[src/rtl/bits_pack.sv]
// bits_pack: packs 1-16 bit fields MSB-first into 32-bit words, queued through a
// small output FIFO; a flush emits the partial word left-aligned with its bit count.
module bits_pack #(
    parameter int DEPTH = 4
) (
    input  logic        clock,
    input  logic        reset,
    input  logic        pushin,
    input  logic [15:0] datain,
    input  logic [4:0]  lenin,
    input  logic        flushin,
    output logic        stopout,
    input  logic        stopin,
    output logic        pushout,
    output logic [31:0] dataout,
    output logic [5:0]  lenout
);
    localparam int AW = $clog2(DEPTH);
    logic [31:0]   r_acc;
    logic [5:0]    r_cnt;
    logic          r_flush_pend;
    logic [31:0]   r_fdata [DEPTH];
    logic [5:0]    r_flen  [DEPTH];
    logic [AW-1:0] r_wptr, r_rptr;
    logic [AW:0]   r_count;
    logic [4:0]    w_len;
    logic [5:0]    w_tot;
    logic [31:0]   w_fal, w_join, w_wdata;
    logic [5:0]    w_wlen;
    logic          w_push, w_exec, w_wr, w_rd;
    assign w_len   = (lenin > 5'd16) ? 5'd16 : lenin;
    assign stopout = (r_count == (AW+1)'(DEPTH));
    assign w_push  = pushin & ~stopout & (lenin != 5'd0);
    assign w_tot   = r_cnt + {1'b0, w_len};
    // field left-aligned in 32 bits, everything below it zero
    assign w_fal   = {datain, 16'h0} << (5'd16 - w_len);
    assign w_join  = r_acc | (w_fal >> r_cnt);
    assign w_exec  = r_flush_pend & ~w_push & ~stopout;
    assign w_wr    = (w_push & w_tot[5]) | (w_exec & (r_cnt != 6'd0));
    assign w_wdata = w_push ? w_join : r_acc;
    assign w_wlen  = w_push ? 6'd32 : r_cnt;
    assign w_rd    = (r_count != '0) & ~stopin;
    always_ff @(posedge clock) begin
        if (!reset) begin
            r_acc        <= '0;
            r_cnt        <= '0;
            r_flush_pend <= 1'b0;
            r_wptr       <= '0;
            r_rptr       <= '0;
            r_count      <= '0;
            pushout      <= 1'b0;
            dataout      <= '0;
            lenout       <= '0;
        end else begin
            if (w_push) begin
                // on a full word the leftover field bits shift up to the top of acc
                r_acc <= w_tot[5] ? (w_fal << (6'd32 - r_cnt)) : w_join;
                r_cnt <= w_tot[5] ? (w_tot - 6'd32) : w_tot;
            end else if (w_exec) begin
                r_acc <= '0;
                r_cnt <= '0;
            end
            r_flush_pend <= (flushin & ~stopout) | (r_flush_pend & ~w_exec);
            if (w_wr) r_wptr <= r_wptr + 1'b1;
            if (w_rd) r_rptr <= r_rptr + 1'b1;
            r_count <= r_count + (AW+1)'(w_wr) - (AW+1)'(w_rd);
            pushout <= w_rd;
            if (w_rd) begin
                dataout <= r_fdata[r_rptr];
                lenout  <= r_flen[r_rptr];
            end
        end
    end
    always_ff @(posedge clock) begin
        if (reset && w_wr) begin
            r_fdata[r_wptr] <= w_wdata;
            r_flen[r_wptr]  <= w_wlen;
        end
    end
endmodule

[config.mk]
export PLATFORM = sky130hd
export DESIGN_NAME = bits_pack
export DESIGN_NICKNAME = d
export VERILOG_FILES = /design/src/rtl/bits_pack.sv
export SDC_FILE = /design/constraint.sdc
export NUM_CORES = 1
export LEC_CHECK = 0
export CORE_UTILIZATION = 33
export CTS_CLUSTER_DIAMETER = 200
export DETAILED_ROUTE_END_ITERATION = 12
export GPL_ROUTABILITY_DRIVEN = 0
export MAX_ROUTING_LAYER = met4
export SLEW_MARGIN = 20
export SYNTH_ARGS = -nofsm -noshare
export SYNTH_HDL_FRONTEND = slang
export SYNTH_SLANG_ARGS = --single-unit
[constraint.sdc]
create_clock -name clock -period 10.7 [get_ports clock]
set_clock_uncertainty 0.05 [all_clocks]
set_input_delay 1.07 -clock clock [delete_from_list [all_inputs] [get_ports clock]]
set_output_delay 1.07 -clock clock [all_outputs]
set_load 0.01 [all_outputs]
# After elaboration in Yosys (flattened, before gate mapping)
# Memories as Yosys holds them, arrays and structs flattened. A register that Yosys moved wholly into a read port is not among the register bits.
# Index checks and enable logic that the tools add are counted.
# word_totals
ramBits	152
memories	2
register_bits	47
input_bits	26
# classes
reduce_logical	7
shift	3
n_lt_le_gt_ge	1
mux	11
add_sub_neg	8
bitwise_logic	16
eq_ne	1
# memory_table
name	depth	word_bits	read_ports	rd_ports_with_merged_regs	wr	line	rtl
r_fdata	4	32	1	1	1	22	logic [31:0] r_fdata [DEPTH];
r_flen	4	6	1	1	1	23	logic [5:0] r_flen [DEPTH];
# ops
op	count
two-way mux 32 bit	4
bitwise OR 32 bit	1
left shift 32 x 5 -> 32 bit	1
left shift 32 x 6 -> 32 bit	1
>> shifter 32 x 6 -> 32 bit	1
two-way mux 6 bit	4
AND 1 bit	9
adder 6 x 5 -> 6 bit	1
nonzero test 6 bit	1
subtractor 6 bit (first input constant)	1
subtractor 6 bit (second input constant)	1
greater-than comparator 5 bit (second input constant)	1
two-way mux 5 bit	1
nonzero test 5 bit	1
subtractor 5 bit (first input constant)	1
adder 2 x 1 -> 2 bit (second input constant)	2
NOT 1 bit	4
adder 3 x 1 -> 3 bit	1
== test 3 bit (second input constant)	1
nonzero test 3 bit	1
subtractor 3 x 1 -> 3 bit	1
logical NOT 1 bit	2
two-way mux 1 bit	2
bitwise OR 1 bit	2
2 further kinds	2

# Logic depth before layout (Yosys ltp)
# depth
ltp_word	12
depth_mapped	20
ltp_nobuf	16

# Least setup slack after synthesis
# Ideal clock, no wire load.
# synth_timing
path_kind	input to register
from	input lenin[1]
to	memory r_fdata[0][0], enable pin
stages	8
required_time_ps	10251
n_path_buf	2
setup_slack_ps	6726
setup_time_ps	399
arrival_time_ps	3525
cell_sequence	buf_6 > buf_4 > o211ai_1 > a2111oi_0 > or3_1 > a21oi_1 > nor2_1 > and3_1
# synth_via
elab_chain_cells	10
# synth_lines
item	line	rtl
start: declaration	10	input logic [4:0] lenin,
branches (longest 6 deep; another with adder 6 x 5 -> 6 bit)	--	
bitwise OR 1 bit (*)	39	assign w_wr = (w_push & w_tot[5]) | (w_exec & (r_cnt != 6'd0));
logical AND 1 bit (*)	75	if (reset && w_wr) begin
two-way mux 1 bit (*)	75	
two-way mux 1 bit (not written as such) (*)	76	r_fdata[r_wptr] <= w_wdata;
end: declaration	22	
# Mark *: on every way between the ends.

# Final worst setup path
# layout_timing
from	input lenin[2]
to	register r_acc[30]
# layout_via
elab_chain_cells	8
# layout_lines
item	line	rtl
greater-than comparator 5 bit	31	assign w_len = (lenin > 5'd16) ? 5'd16 : lenin;
two-way mux 5 bit	31	
subtractor 5 bit	36	assign w_fal = {datain, 16'h0} << (5'd16 - w_len);
left shift 32 x 5 -> 32 bit	36	
>> shifter 32 x 6 -> 32 bit	37	assign w_join = r_acc | (w_fal >> r_cnt);
bitwise OR 32 bit	37	
two-way mux 32 bit	57	r_acc <= w_tot[5] ? (w_fal << (6'd32 - r_cnt)) : w_join;
two-way mux 32 bit	55	if (w_push) begin
end signal: assignment	57	
end: declaration	19	logic [31:0] r_acc;
# Parallel ways exist; a longest one is shown, timed or not.
# A chain may end at the register's enable or synchronous reset.

==> results.ini <==
[synthesis]
synth.ff_latch_count=236
postSynthNetCount=1182
synth_area_um2=12530
synth-edff-count=152
syn_inst=1145
syn_area_per_cell_um2=10.94
yosysUniqueCellTypes=105
yosysTopAreaCell=edfxtp_1
yosysTopAreaCellShare=0.3643
ys_warn_count=0
ys_seq_area_frac=0.4985
synthArstFlopShare=0
yosys-top-cells-area=edfxtp_1 36%, dfxtp_1 13%, mux4_2 8.6%
synthFlopType=edfxtp_1

[cells_and_area]
multi_input_area_um2=5792
drive_above_1_share=0.1345
nFillCells=3660
syn_to_final_growth_pct=15.42
final_nets=1209
register_area_um2=6248
fin_area_um2=14460
stdcell_count=1701
antenna_cells=0

[timing]
max_freq_ghz=0.2057
fin_setup_tns_ns=0
period_needed_ns=4.861
min_period_over_period=0.4543
finalHoldViolCount=0
worstMarginPinSlew_ns=1.112
setup-violations-final=0
rsz0062_at_grt=no
drv_slew=0
slew_headroom=0.2589
worst_slack_ns=5.839

[critical_path]
cp_max_fo=30
worst_path_largest_cell_delay_ns=0.94
cp.required_ns=11.10
r2r_start=r_cnt[0]$_SDFFE_PN0P_
critPathLaunch=lenin[2]
arrival_ns=5.26
rr_endpoint=r_count[2]$_SDFF_PN0_
cp_slowest_cell=clkdlybuf4s50_1
worstRegToRegCells=15
critPathCaptureType=flop
cp-endpoint=r_acc[30]$_SDFFE_PN0P_
path_cells=clkdlybuf4s50_1 > nor3_4 > a21oi_1 > nand2_1 > inv_2 > nand2_1 > nor2_1 > nand2_1 > o21bai_1 > a2bb2oi_1 > o22ai_1
worst-setup-path-type=input pin to flop
crit_top_cell=nand2_1
r2r_slack_ns=6.71
worstSetupStartpointType=input pin

[routing]
ant_nets=0
routed-via-count=9842
viasPerCell=5.786
first_pass_iters=8
drt_iter0_markers=1079
drc=0
wl_per_cell_um=20.70
routed_wl_um=35220

[grt]
grt_pass1_vias=9459
grt_max_degree=58
grt.overflow.total=0
grt.total_usage=0.1868
grt_antenna_before_repair=0
grt_pass1_wl_um=55720

[clock_tree]
cts_resized=0
cts_buffers=24
clk_path_buf_depth=3
cts_num_sinks=236
hold_buffers=0
post_cts_buffers=0
clk_latency_ns=0.52
cts_tree=done
cts_root_buffer=clkbuf_16
clk_pin_slew_ns=0.06
htreeDepth=1

[die]
fp.coreArea_um2=37490
start_util=0.3342
die-height_um=196.9
fp.dieArea_um2=38750
io_pins=66
die_x_um=196.9
fp-row-count=71

[outcome]
status=completed

[pwr]
swShare=0.3188
peakVddDrop_mv=0.09671
p_comb_frac=0.304
seqPwrFrac=0.381
p_clk_frac=0.315
p_sw_mw=0.9314
power_leakage_nw=4.762
power_density_nw_per_um2=202.0
internal_power_mw=1.990

[place]
dp_hpwl_um=24160
dpl-instance-area_um2=13570
portBuffers=65
dpl_worst_slack_ns=5.397
dpl.cell_count=1657

[worst_hold_path]
hold_class=flop to flop

[job]
cap_violations=0

-- power by group through the flow --
stage	sequential, mW	combinational [mW]	clock [mW]
finish	1.11	0.887	0.921
CTS	1.12	0.883	0.940
global route	1.12	0.965	0.981
global placement	1.13	0.874	0
detailed placement	1.13	0.881	0
floorplan	1.13	0.587	0
-- per-stage QoR --
| stage | total power, mW | util | hold slack, ns |
|---|---|---|---|
| 2_1_floorplan | 1.720 | - | 0.3746 |
| 3_3_place_gp | 2.007 | 0.3620 | 0.3882 |
| 3_5_place_dp | 2.016 | 0.3620 | 0.3886 |
| 4_1_cts | 2.938 | 0.3858 | 0.3973 |
| 5_1_grt | 3.069 | 0.3858 | 0.4187 |
| 6_report | 2.922 | 0.3858 | 0.3970 |
-- sequential cells by signal, indices dropped and copies added (netlist names) --
name,flops
lenout,6
r_fdata,128
r_acc,32
dataout,32
pushout,1
r_cnt,5
r_flush_pend,1
r_wptr,2
r_flen,24
r_rptr,2
r_count,3
-- worst max-delay path: cells and delay by family --
| family | cells | cell delay (ns) |
|---|---|---|
| AND/OR/NAND/NOR | 5 | 1.47 |
| buffers and inverters | 2 | 1.55 |
| AO/OA/AOI/OAI | 4 | 1.15 |
-- Yosys cell counts, drive strengths merged, types with 4 or more instances --
library cell,n
o21ai,57
o211ai,16
and3,7
a21o,8
nor3,22
o32ai,8
nand2,152
buf,33
dfxtp,84
a31oi,17
o21bai,14
o221ai,5
o32a,7
ha,10
o31ai,9
inv,23
o22ai,11
or2,5
a32o,4
a221oi,8
mux2i,20
a2bb2oi,9
a211oi,12
edfxtp,152
or3,7
nor4b,4
nor2b,5
nor4,4
nor2,88
mux4,48
a2111oi,6
and2,10
a32oi,11
a22o,7
nand3,26
a311oi,5
clkbuf,51
a21oi,98
o2bb2ai,7
nand2b,10
a22oi,12
xnor2,10
-- layout make-up --
type                    count  area share
clock buffers              32     0.04724
clock inverters            12     0.01436
inverters                  24    0.006229
multi-input cells         801      0.4005
flip-flops and latches    236      0.4321
well taps                 511     0.04421
repair buffers             85     0.05537
-- logic make-up (layout without fill, tap and decap cells) --
logic type | after synthesis | count (layout) | share of synthesized area
flops | 236 | 236 | 0.4985
fa+ha+maj | 12 | 12 | 0.01238
compound gates | 359 | 359 | 0.2066
xor+xnor | 13 | 13 | 0.009087
simple gates | 349 | 349 | 0.1302
mux | 68 | 68 | 0.1036
buf+inv | 108 | 153 | 0.03964
-- layout by cell type, fill, tap and decap left out, drive strengths merged, types with 11 or more instances in the layout --
cell | netlist | final
clkdlybuf4s50 | 0 | 65
a211oi | 12 | 12
o21ai | 57 | 57
mux2i | 20 | 20
edfxtp | 152 | 152
nor3 | 22 | 22
o211ai | 16 | 16
nor2 | 88 | 88
nand2 | 152 | 152
o21bai | 14 | 14
dfxtp | 84 | 84
mux4 | 48 | 48
a32oi | 11 | 11
a22oi | 12 | 12
o22ai | 11 | 11
nand3 | 26 | 26
inv | 23 | 24
a31oi | 17 | 17
a21oi | 98 | 98
buf | 33 | 20
clkbuf | 51 | 32
-- worst min-delay path by stage --
| stage | startpoint | to | cells past startpoint |
|---|---|---|---|
| 2_1_floorplan | r_acc[13]$_SDFFE_PN0P_ | r_acc[13]$_SDFFE_PN0P_ | 2 |
| 3_3_place_gp | r_acc[13]$_SDFFE_PN0P_ | r_acc[13]$_SDFFE_PN0P_ | 2 |
| 3_5_place_dp | r_acc[13]$_SDFFE_PN0P_ | r_acc[13]$_SDFFE_PN0P_ | 2 |
| 4_1_cts | r_acc[13]$_SDFFE_PN0P_ | r_acc[13]$_SDFFE_PN0P_ | 2 |
| 5_1_grt | dataout[29]$_SDFFE_PN0P_ | dataout[29]$_SDFFE_PN0P_ | 2 |
| 6_report | r_acc[13]$_SDFFE_PN0P_ | r_acc[13]$_SDFFE_PN0P_ | 2 |
-- routing by layer --
layer,part of all wire,track usage,up-vias
li1,-,-,4462
met1,0.44,0.2565,4824
met2,0.46,0.2865,482
met3,0.078,0.02601,74
met4,0.026,0.05599,0
met5,0,-,-
(Power assumes the default switching activity.)
